File: config.mk
export PLATFORM = sky130hd
export DESIGN_NAME = io_xbar_input_port
export DESIGN_NICKNAME = d
export VERILOG_FILES = /design/src/rtl/io_xbar_input_port.sv
export SDC_FILE = /design/constraint.sdc
export NUM_CORES = 1
export LEC_CHECK = 0
export ABC_AREA = 1
export CORE_MARGIN = 1
export CORE_UTILIZATION = 54
export CTS_BUF_LIST = sky130_fd_sc_hd__clkbuf_16
export DETAILED_ROUTE_END_ITERATION = 7
export PLACE_DENSITY = 0.79
export REMOVE_ABC_BUFFERS = 1
export SETUP_SLACK_MARGIN = 0.4
export SLEW_MARGIN = 20
export SYNTH_ARGS = -nofsm -noshare
export SYNTH_HDL_FRONTEND = slang
export SYNTH_SLANG_ARGS = --single-unit
File: constraint.sdc
create_clock -name clk -period 6.36 [get_ports clk]
set_input_delay 1.272 -clock clk [delete_from_list [all_inputs] [get_ports clk]]
set_output_delay 1.272 -clock clk [all_outputs]
set_load 0.05 [all_outputs]
File: src/rtl/io_xbar_input_port.sv
// Crossbar input port: credit-returning receive FIFO with header decode and packet framing.
// Optional overflow error detection is built when IO_XBAR_INPUT_ERR_CHK_EN is defined.
`ifndef DATA_WIDTH
`define DATA_WIDTH 64
`endif
`ifndef CHIP_ID_WIDTH
`define CHIP_ID_WIDTH 14
`endif
`ifndef XY_WIDTH
`define XY_WIDTH 8
`endif
`ifndef PAYLOAD_LEN
`define PAYLOAD_LEN 8
`endif

module io_xbar_input_port #(
    parameter int FIFO_DEPTH = 4
) (
    input  logic                   clk,
    input  logic                   reset,
    input  logic [`DATA_WIDTH-1:0] data_in,
    input  logic                   valid_in,
    output logic                   yummy_out,
    output logic [`DATA_WIDTH-1:0] data_out,
    output logic                   valid_out,
    output logic                   route_req_0_out,
    output logic                   route_req_1_out,
    output logic                   route_req_2_out,
    output logic                   route_req_3_out,
    output logic                   route_req_4_out,
    output logic                   route_req_5_out,
    output logic                   route_req_6_out,
    output logic                   route_req_7_out,
    output logic                   tail_out,
    input  logic                   thanks_0_in,
    input  logic                   thanks_1_in,
    input  logic                   thanks_2_in,
    input  logic                   thanks_3_in,
    input  logic                   thanks_4_in,
    input  logic                   thanks_5_in,
    input  logic                   thanks_6_in,
    input  logic                   thanks_7_in,
    output logic                   overflow_err_out
);
    localparam int PTR_W    = (FIFO_DEPTH > 1) ? $clog2(FIFO_DEPTH) : 1;
    localparam int CNT_W    = $clog2(FIFO_DEPTH + 1);
    localparam int LEN_MSB  = `DATA_WIDTH - `CHIP_ID_WIDTH - 2 * `XY_WIDTH - 4;
    localparam int DEST_LSB = `DATA_WIDTH - `CHIP_ID_WIDTH;

    typedef enum logic [0:0] {ST_HEADER = 1'b0, ST_BODY = 1'b1} state_e;

    logic [`DATA_WIDTH-1:0] mem_q [FIFO_DEPTH];
    logic [`DATA_WIDTH-1:0] mem_d [FIFO_DEPTH];
    logic [PTR_W-1:0]       wr_ptr_q, wr_ptr_d, rd_ptr_q, rd_ptr_d;
    logic [CNT_W-1:0]       count_q, count_d;
    state_e                 state_q, state_d;
    logic [7:0]             rem_q, rem_d;
    logic                   yummy_q, yummy_d;
    logic                   full_s, pop_s, push_s, thanks_any_s;
    logic [`PAYLOAD_LEN-1:0] head_len_s;
    logic [2:0]             head_dest_s;
    logic [7:0]             route_vec_s;

    function automatic logic [PTR_W-1:0] ptr_inc(input logic [PTR_W-1:0] p);
        if (p == PTR_W'(FIFO_DEPTH - 1)) begin
            return {PTR_W{1'b0}};
        end else begin
            return p + PTR_W'(1);
        end
    endfunction

    assign thanks_any_s = |{thanks_7_in, thanks_6_in, thanks_5_in, thanks_4_in,
                            thanks_3_in, thanks_2_in, thanks_1_in, thanks_0_in};
    assign valid_out    = (count_q != {CNT_W{1'b0}});
    assign full_s       = (count_q == CNT_W'(FIFO_DEPTH));
    assign pop_s        = valid_out & thanks_any_s;
    // A push into a full FIFO is only accepted when the head leaves in the same cycle.
    assign push_s       = valid_in & (~full_s | pop_s);
    assign data_out     = mem_q[rd_ptr_q];
    assign head_len_s   = data_out[LEN_MSB -: `PAYLOAD_LEN];
    assign head_dest_s  = data_out[DEST_LSB + 2 : DEST_LSB];
    assign yummy_out    = yummy_q;

    // FIFO storage, pointers and occupancy next-state.
    always_comb begin
        mem_d    = mem_q;
        wr_ptr_d = wr_ptr_q;
        rd_ptr_d = rd_ptr_q;
        count_d  = count_q;
        if (push_s) begin
            mem_d[wr_ptr_q] = data_in;
            wr_ptr_d        = ptr_inc(wr_ptr_q);
        end else begin
            wr_ptr_d = wr_ptr_q;
        end
        if (pop_s) begin
            rd_ptr_d = ptr_inc(rd_ptr_q);
        end else begin
            rd_ptr_d = rd_ptr_q;
        end
        case ({push_s, pop_s})
            2'b10:   count_d = count_q + CNT_W'(1);
            2'b01:   count_d = count_q - CNT_W'(1);
            default: count_d = count_q;
        endcase
    end

    // Packet framing FSM; only pops move it.
    always_comb begin
        state_d = state_q;
        rem_d   = rem_q;
        yummy_d = pop_s;
        if (pop_s) begin
            case (state_q)
                ST_HEADER: begin
                    if (head_len_s != {`PAYLOAD_LEN{1'b0}}) begin
                        rem_d   = 8'(head_len_s);
                        state_d = ST_BODY;
                    end else begin
                        state_d = ST_HEADER;
                    end
                end
                ST_BODY: begin
                    rem_d = rem_q - 8'd1;
                    if (rem_q == 8'd1) begin
                        state_d = ST_HEADER;
                    end else begin
                        state_d = ST_BODY;
                    end
                end
                default: state_d = ST_HEADER;
            endcase
        end else begin
            state_d = state_q;
        end
    end

    // Route request and tail decode of the head flit.
    always_comb begin
        route_vec_s = 8'h00;
        tail_out    = 1'b0;
        if (valid_out && (state_q == ST_HEADER)) begin
            route_vec_s = 8'h01 << head_dest_s;
            tail_out    = (head_len_s == {`PAYLOAD_LEN{1'b0}});
        end else if (valid_out) begin
            tail_out = (rem_q == 8'd1);
        end else begin
            route_vec_s = 8'h00;
        end
    end

    assign {route_req_7_out, route_req_6_out, route_req_5_out, route_req_4_out,
            route_req_3_out, route_req_2_out, route_req_1_out, route_req_0_out} = route_vec_s;

    // Control state registers.
    always_ff @(posedge clk) begin
        if (reset) begin
            wr_ptr_q <= {PTR_W{1'b0}};
            rd_ptr_q <= {PTR_W{1'b0}};
            count_q  <= {CNT_W{1'b0}};
            state_q  <= ST_HEADER;
            rem_q    <= 8'd0;
            yummy_q  <= 1'b0;
        end else begin
            wr_ptr_q <= wr_ptr_d;
            rd_ptr_q <= rd_ptr_d;
            count_q  <= count_d;
            state_q  <= state_d;
            rem_q    <= rem_d;
            yummy_q  <= yummy_d;
        end
    end

    // Flit storage needs no reset; occupancy qualifies every read.
    always_ff @(posedge clk) begin
        mem_q <= mem_d;
    end

`ifdef IO_XBAR_INPUT_ERR_CHK_EN
    logic err_q, err_d, drop_s;
    assign drop_s           = valid_in & full_s & ~pop_s;
    assign err_d            = err_q | drop_s;
    assign overflow_err_out = err_q;

    // Sticky overflow flag, cleared only by reset.
    always_ff @(posedge clk) begin
        if (reset) begin
            err_q <= 1'b0;
        end else begin
            err_q <= err_d;
        end
    end
`else
    assign overflow_err_out = 1'b0;
`endif

endmodule

## Word-level counts from Yosys, hierarchy flattened

Index checks and enable logic that the tools add are counted.

| storage, ports and cells | value |
|---|---|
| register bits | 273 |
| output and inout port bits | 76 |
| word-level logic and storage cells | 58 |

| operators by class | value |
|---|---|
| add/sub/neg operators | 5 |
| magnitude comparators | 3 |
| equality and inequality tests | 7 |
| shift-type cells | 1 |
| mux-type cells | 17 |
| bitwise logic cells | 7 |
| reduce and logical (&&, ||, !) cells | 8 |

Operator list:

| operator | number |
|---|---|
| 256-bit bitwise mux | 1 |
| 64-bit two-way mux | 3 |
| 64-bit binary-select mux with 2-bit select | 1 |
| 64-bit demux with 2-bit select | 1 |
| 8-bit two-way mux | 2 |
| 8-bit one-hot mux with 2 select lines | 1 |
| 8-bit by 1-bit == test with 1-bit output, second input constant | 1 |
| 8-bit logical NOT | 1 |
| 8-bit nonzero test | 1 |
| 8-bit OR reduction | 1 |
| 1-bit by 3-bit << shifter with 8-bit output, first input constant | 1 |
| 8-bit by 1-bit subtractor with 8-bit output, second input constant | 1 |
| 2-bit == test, second input constant | 3 |
| 3-bit >= comparator, second input constant | 2 |
| 2-bit inverter with 3-bit output | 2 |
| 3-bit one-hot mux with 2 select lines | 1 |
| 2-bit by 1-bit adder with 2-bit output, second input constant | 2 |
| 1-bit two-way mux | 4 |
| 2-bit two-way mux | 2 |
| 3-bit by 1-bit adder with 3-bit output, second input constant | 1 |
| 3-bit == test, second input constant | 1 |
| 3-bit by 1-bit < comparator with 1-bit output, second input constant | 1 |
| 3-bit nonzero test | 1 |
| 3-bit by 1-bit subtractor with 3-bit output, second input constant | 1 |
| other kinds (9) | 12 |

## Depth between registers and ports, before layout

| depth | value |
|---|---|
| depth after elaboration | 7 |
| depth in mapped cells | 12 |
| mapped depth without buffers | 11 |

## Worst setup path before layout

No wires, ideal clock.

| timing | value |
|---|---|
| path kind | input to register |
| start point | input port thanks_3_in |
| end point | register mem_q[0] (netlist name), enable pin |
| arrival time | 4.387 ns |
| data required time | 5.873 ns |
| setup slack | 1.486 ns |
| stages on the path | 5 |
| buffers on the path | 0 |
| path through | nor2_1 nand4_1 o21a_1 clkinv_1 nor2_1 |

| on the way | value |
|---|---|
| word-level cells in the longest chain between the ends | 4 |

RTL lines:

| element | line | text |
|---|---|---|
| start, declared | 38 | `input logic thanks_3_in,` |
| 8-bit OR reduction | 72 | `assign thanks_any_s = \|{thanks_7_in, thanks_6_in, thanks_5_in, thanks_4_in,` |
| 1-bit AND | 76 | `assign pop_s = valid_out & thanks_any_s;` |
| 1-bit bitwise OR | 78 | `assign push_s = valid_in & (~full_s \| pop_s);` |
| 1-bit AND | 78 |  |
| end signal, assigned | 176 | `mem_q <= mem_d;` |
| end, declared | 52 | `` logic [`DATA_WIDTH-1:0] mem_q [FIFO_DEPTH]; `` |

Every way passes these cells.
A chain may end at the register's enable or synchronous reset.

## Final worst setup path

| timing | value |
|---|---|
| start point | register rd_ptr_q[0] |
| end point | output port data_out[55] |

| on the way | value |
|---|---|
| word-level cells in the longest chain between the ends | 4 |

RTL lines:

| element | line | text |
|---|---|---|
| start, declared | 54 | `logic [PTR_W-1:0] wr_ptr_q, wr_ptr_d, rd_ptr_q, rd_ptr_d;` |
| start signal, assigned | 159 | `rd_ptr_q <= {PTR_W{1'b0}};` |
| start signal, assigned | 166 | `rd_ptr_q <= rd_ptr_d;` |
| 2-bit inverter with 3-bit output (implied by the code) | 79 | `assign data_out = mem_q[rd_ptr_q];` |
| 64-bit binary-select mux with 2-bit select | 79 |  |
| 64-bit two-way mux (implied by the code) (2 in series) | 79 |  |
| end, declared | 24 | `` output logic [`DATA_WIDTH-1:0] data_out, `` |

Every way passes these cells. The select of a mux whose other input is x is not followed.

==> impl_summary.log <==
INFO  metric transition_time_at_the_pin_with_the_least_slew_margin = 0.9661 ns
INFO  metric cts_num_sinks = around 270
INFO  metric synthCells = 834
INFO  metric crit_path_end_kind = primary output
INFO  metric reg2reg_to = rem_q[1]$_SDFFE_PP0P_
INFO  metric port-buffer-count = roughly 150
INFO  metric most-common-layout-cells = 256 x edfxtp_1, 149 x clkdlybuf4s50_1, 144 x nor2_1
INFO  metric min_to = count_q[2]$_SDFFE_PP0P_
INFO  metric cts_buffer_depth = 3
INFO  metric unrepaired_setup_endpoints_after_global_routing = false
INFO  metric synth_cell_types = 30
INFO  metric cp.arrival = ~3.7 ns
INFO  metric dr_total_vias = about 6,900
INFO  metric final_layout_size_suffix_gt1_share = under 10%
INFO  metric clk-insertion-delay-late = between 0.5 and 0.6 ns
INFO  metric ys_warn_count = 0
INFO  metric synth_area_leader_cell = edfxtp_1
INFO  metric vias_per_cell = 5.518
INFO  metric routedWlPerCell = 17.68 um
INFO  metric vdd_ir_drop_max = between 0.0003 and 0.0004 V
INFO  metric nNetsFinal = about 1,100
INFO  metric grt_max_degree = 85
INFO  metric netlist_area = approximately 11,000 um^2
INFO  metric timing.critical_path.from_type = register
INFO  metric cts-buffers-inserted = 28
INFO  metric cts.repair_timing.setup_buffer_count = 0
INFO  metric final-instance-count-excl-fill = approximately 1,300
INFO  metric detailroute.wirelength.met2 = between 10 and 15 mm
INFO  metric fp.coreArea = approximately 19,000 um^2
INFO  metric io_pins = ~150
INFO  metric whs_path_depth = 2
INFO  metric synth_largest_type_area_fraction = a little under three quarters
INFO  metric synthToLayoutAreaGrowth = 23.72%
INFO  metric layout_commonest_cell = edfxtp_1
INFO  metric filler_cell_count = between 1,000 and 1,500
INFO  metric met3_wirelength = roughly 1.6 mm
INFO  metric via_count_of_the_first_global_routing_pass = 6,749
INFO  metric initial_core_util = 54.92%
INFO  metric finalSetupViolCount = 0
INFO  metric grt_overflow = 0
INFO  metric grt.total_usage = 22.24%
INFO  metric detail_route.first_pass.iterations = 5
INFO  metric holdCritStartpoint = count_q[2]$_SDFFE_PP0P_
INFO  metric cts.root.buffer_cell = clkbuf_16
INFO  metric ff2ff_path_depth = 11
INFO  metric min_path_type = register to register
INFO  metric slew_viol_final = 0
INFO  metric fin_skew = approximately 0.009 ns
INFO  metric fp.dieArea = slightly above 20,000 um^2
INFO  metric timing.hold.ws = about 0.5 ns
INFO  metric topRoutingLayerUsed = met4
INFO  metric rd_place_congestion = 0.7959
INFO  metric max-cap-violations = 0
INFO  metric r2r_setup_slack = around 3.8 ns
INFO  metric detailed_router_s_first_iteration_violation_count = 581
INFO  metric wirelength = around 22 mm
INFO  metric die-height = 142.7 um
INFO  metric total_leakage_power = ~4.6 nW
INFO  metric status = finished clean
INFO  metric postLayoutCellArea = between 10,000 and 15,000 um^2
INFO  metric cts.repair.resized = 0
INFO  metric max_slew_headroom = a little over a third
INFO  metric ant_nets = 0
INFO  metric final.min_clock_period = around 5.0 ns
INFO  metric global_route_wire_length_before_repair = 34.58 mm
INFO  metric clock_tree.htree_level_count = 1
INFO  metric met1_length = between 9 and 10 mm
INFO  metric p_per_area = around 460 nW/um^2
INFO  metric synthTopCellsByArea = edfxtp_1 72%, o21ai_0 5.9%, nor2_1 5.2%
INFO  metric placementRows = 51
INFO  metric remaining_drc_errors = 0
INFO  metric detailedPlacementHpwl = 12.56 mm
INFO  metric power_total = 6.091 mW
INFO  metric clk_transition_reported_paths = ~0.060 ns
INFO  metric worstSetupPathType = register to primary output
INFO  metric tritoncts = built
INFO  metric avgSynthCellArea = roughly 13 um^2
INFO  metric worst_r2r_startpoint = rd_ptr_q[0]$_SDFFE_PP0P_
INFO  metric holdBufCountCts = 0
INFO  metric antenna_found_initial = 0
INFO  metric timing.final.crit_share = a little under 80%
INFO  metric maximum_clock_frequency = roughly 0.20 GHz
INFO  metric crit_path_max_fanout = 84
INFO  metric cp_data_required_time = 5.09 ns
INFO  metric synth.ff_latch_count = 273
INFO  metric synth_seq_area_share = about 75%
INFO  metric final_hold_viol_count = 0
INFO  metric post-place-cells = between 1,000 and 1,500
INFO  metric chipWidth = roughly 140 um
INFO  metric cell_area_reported_after_detailed_placement = between 10,000 and 15,000 um^2
[per-stage QoR]
step                      utilization (%)  TNS (ns)  setup WS, ns
after floorplan                         -   -0.2742       -0.1408
after global placement              63.66         0         1.971
after global routing                67.93         0         1.079
after detailed placement            63.67         0         1.939
final                               67.95         0         1.367
after CTS                           67.93         0         1.324
[cell type report]
type	instances	area [um^2]	share of cell area (%)
diodes	1	2.502	0.01892
clock buffers	28	700.7	5.299
clock inverters	20	128.9	0.9746
inverters	35	136.4	1.031
multi-input cells	479	2340	17.69
flip-flops and latches	273	8033	60.74
well taps	265	331.6	2.507
repair buffers	157	1551	11.73
[per-layer routing]
metal | up-vias | global-route usage [%]
met1 | 3336 | 28.90
met2 | 261 | 37.36
met3 | 48 | 4.661
met4 | 0 | 7.697
li1 | 3297 | -
met5 | - | 0
[critical path, stage by stage (launching register included)]
cell	delay, ns
dfxtp_4	0.58
inv_4	0.47
buf_4	0.72
o21ai_0	0.18
o22ai_1	0.32
clkdlybuf4s50_1	0.87
[cells in the mapped netlist, drive strengths merged]
cell type / number
edfxtp: 256
nor2: 150
o21ai: 126
nand2: 86
o22ai: 53
inv: 34
clkbuf: 30
nand3: 25
a21oi: 18
buf: 17
dfxtp: 17
ha: 8
nand4: 3
a32oi: 2
nand3b: 2
xor2: 2
clkinv: 1
conb: 1
fa: 1
nor3: 1
o21a: 1
[how the worst max path moves through the flow]
stage | startpoint | endpoint | slack (ns) | depth (start not counted)
after global placement | rd_ptr_q[0]$_SDFFE_PP0P_ | data_out[55] | 1.97 | 5
after detailed placement | rd_ptr_q[0]$_SDFFE_PP0P_ | data_out[55] | 1.94 | 5
final | rd_ptr_q[0]$_SDFFE_PP0P_ | data_out[55] | 1.37 | 5
after floorplan | rd_ptr_q[0]$_SDFFE_PP0P_ | tail_out | -0.14 | 6
after global routing | rd_ptr_q[0]$_SDFFE_PP0P_ | data_out[55] | 1.08 | 5
after CTS | rd_ptr_q[0]$_SDFFE_PP0P_ | data_out[55] | 1.32 | 5
[cells by family (layout without fill, tap and decap cells)]
logic type                 Yosys count  count (layout)  share of synthesized area [%]
buffers and inverters               82             240                          3.289
DFF                                273             273                          75.10
other                                1               2                        0.03508
adders and majority gates            9               9                          1.124
xor gates and xnor gates             2               2                         0.1639
AOI/OAI and AO/OA                  200             200                          10.11
and+or+nand+nor                    267             267                          10.17
[where the power goes]
group	leakage [nW]	internal [mW]	switching, mW
Clock	0.412	0.836	0.638
Sequential	2.49	2.08	0.102
Combinational	1.68	0.734	1.70
[registers in the layout, summed over array words and instances, names as in the netlist]
| register | count |
|---|---|
| rd_ptr_q | 2 |
| count_q | 3 |
| state_q | 1 |
| yummy_out | 1 |
| rem_q | 8 |
| mem_q | 256 |
| wr_ptr_q | 2 |
No activity file was read; power rests on OpenSTA's default activity.
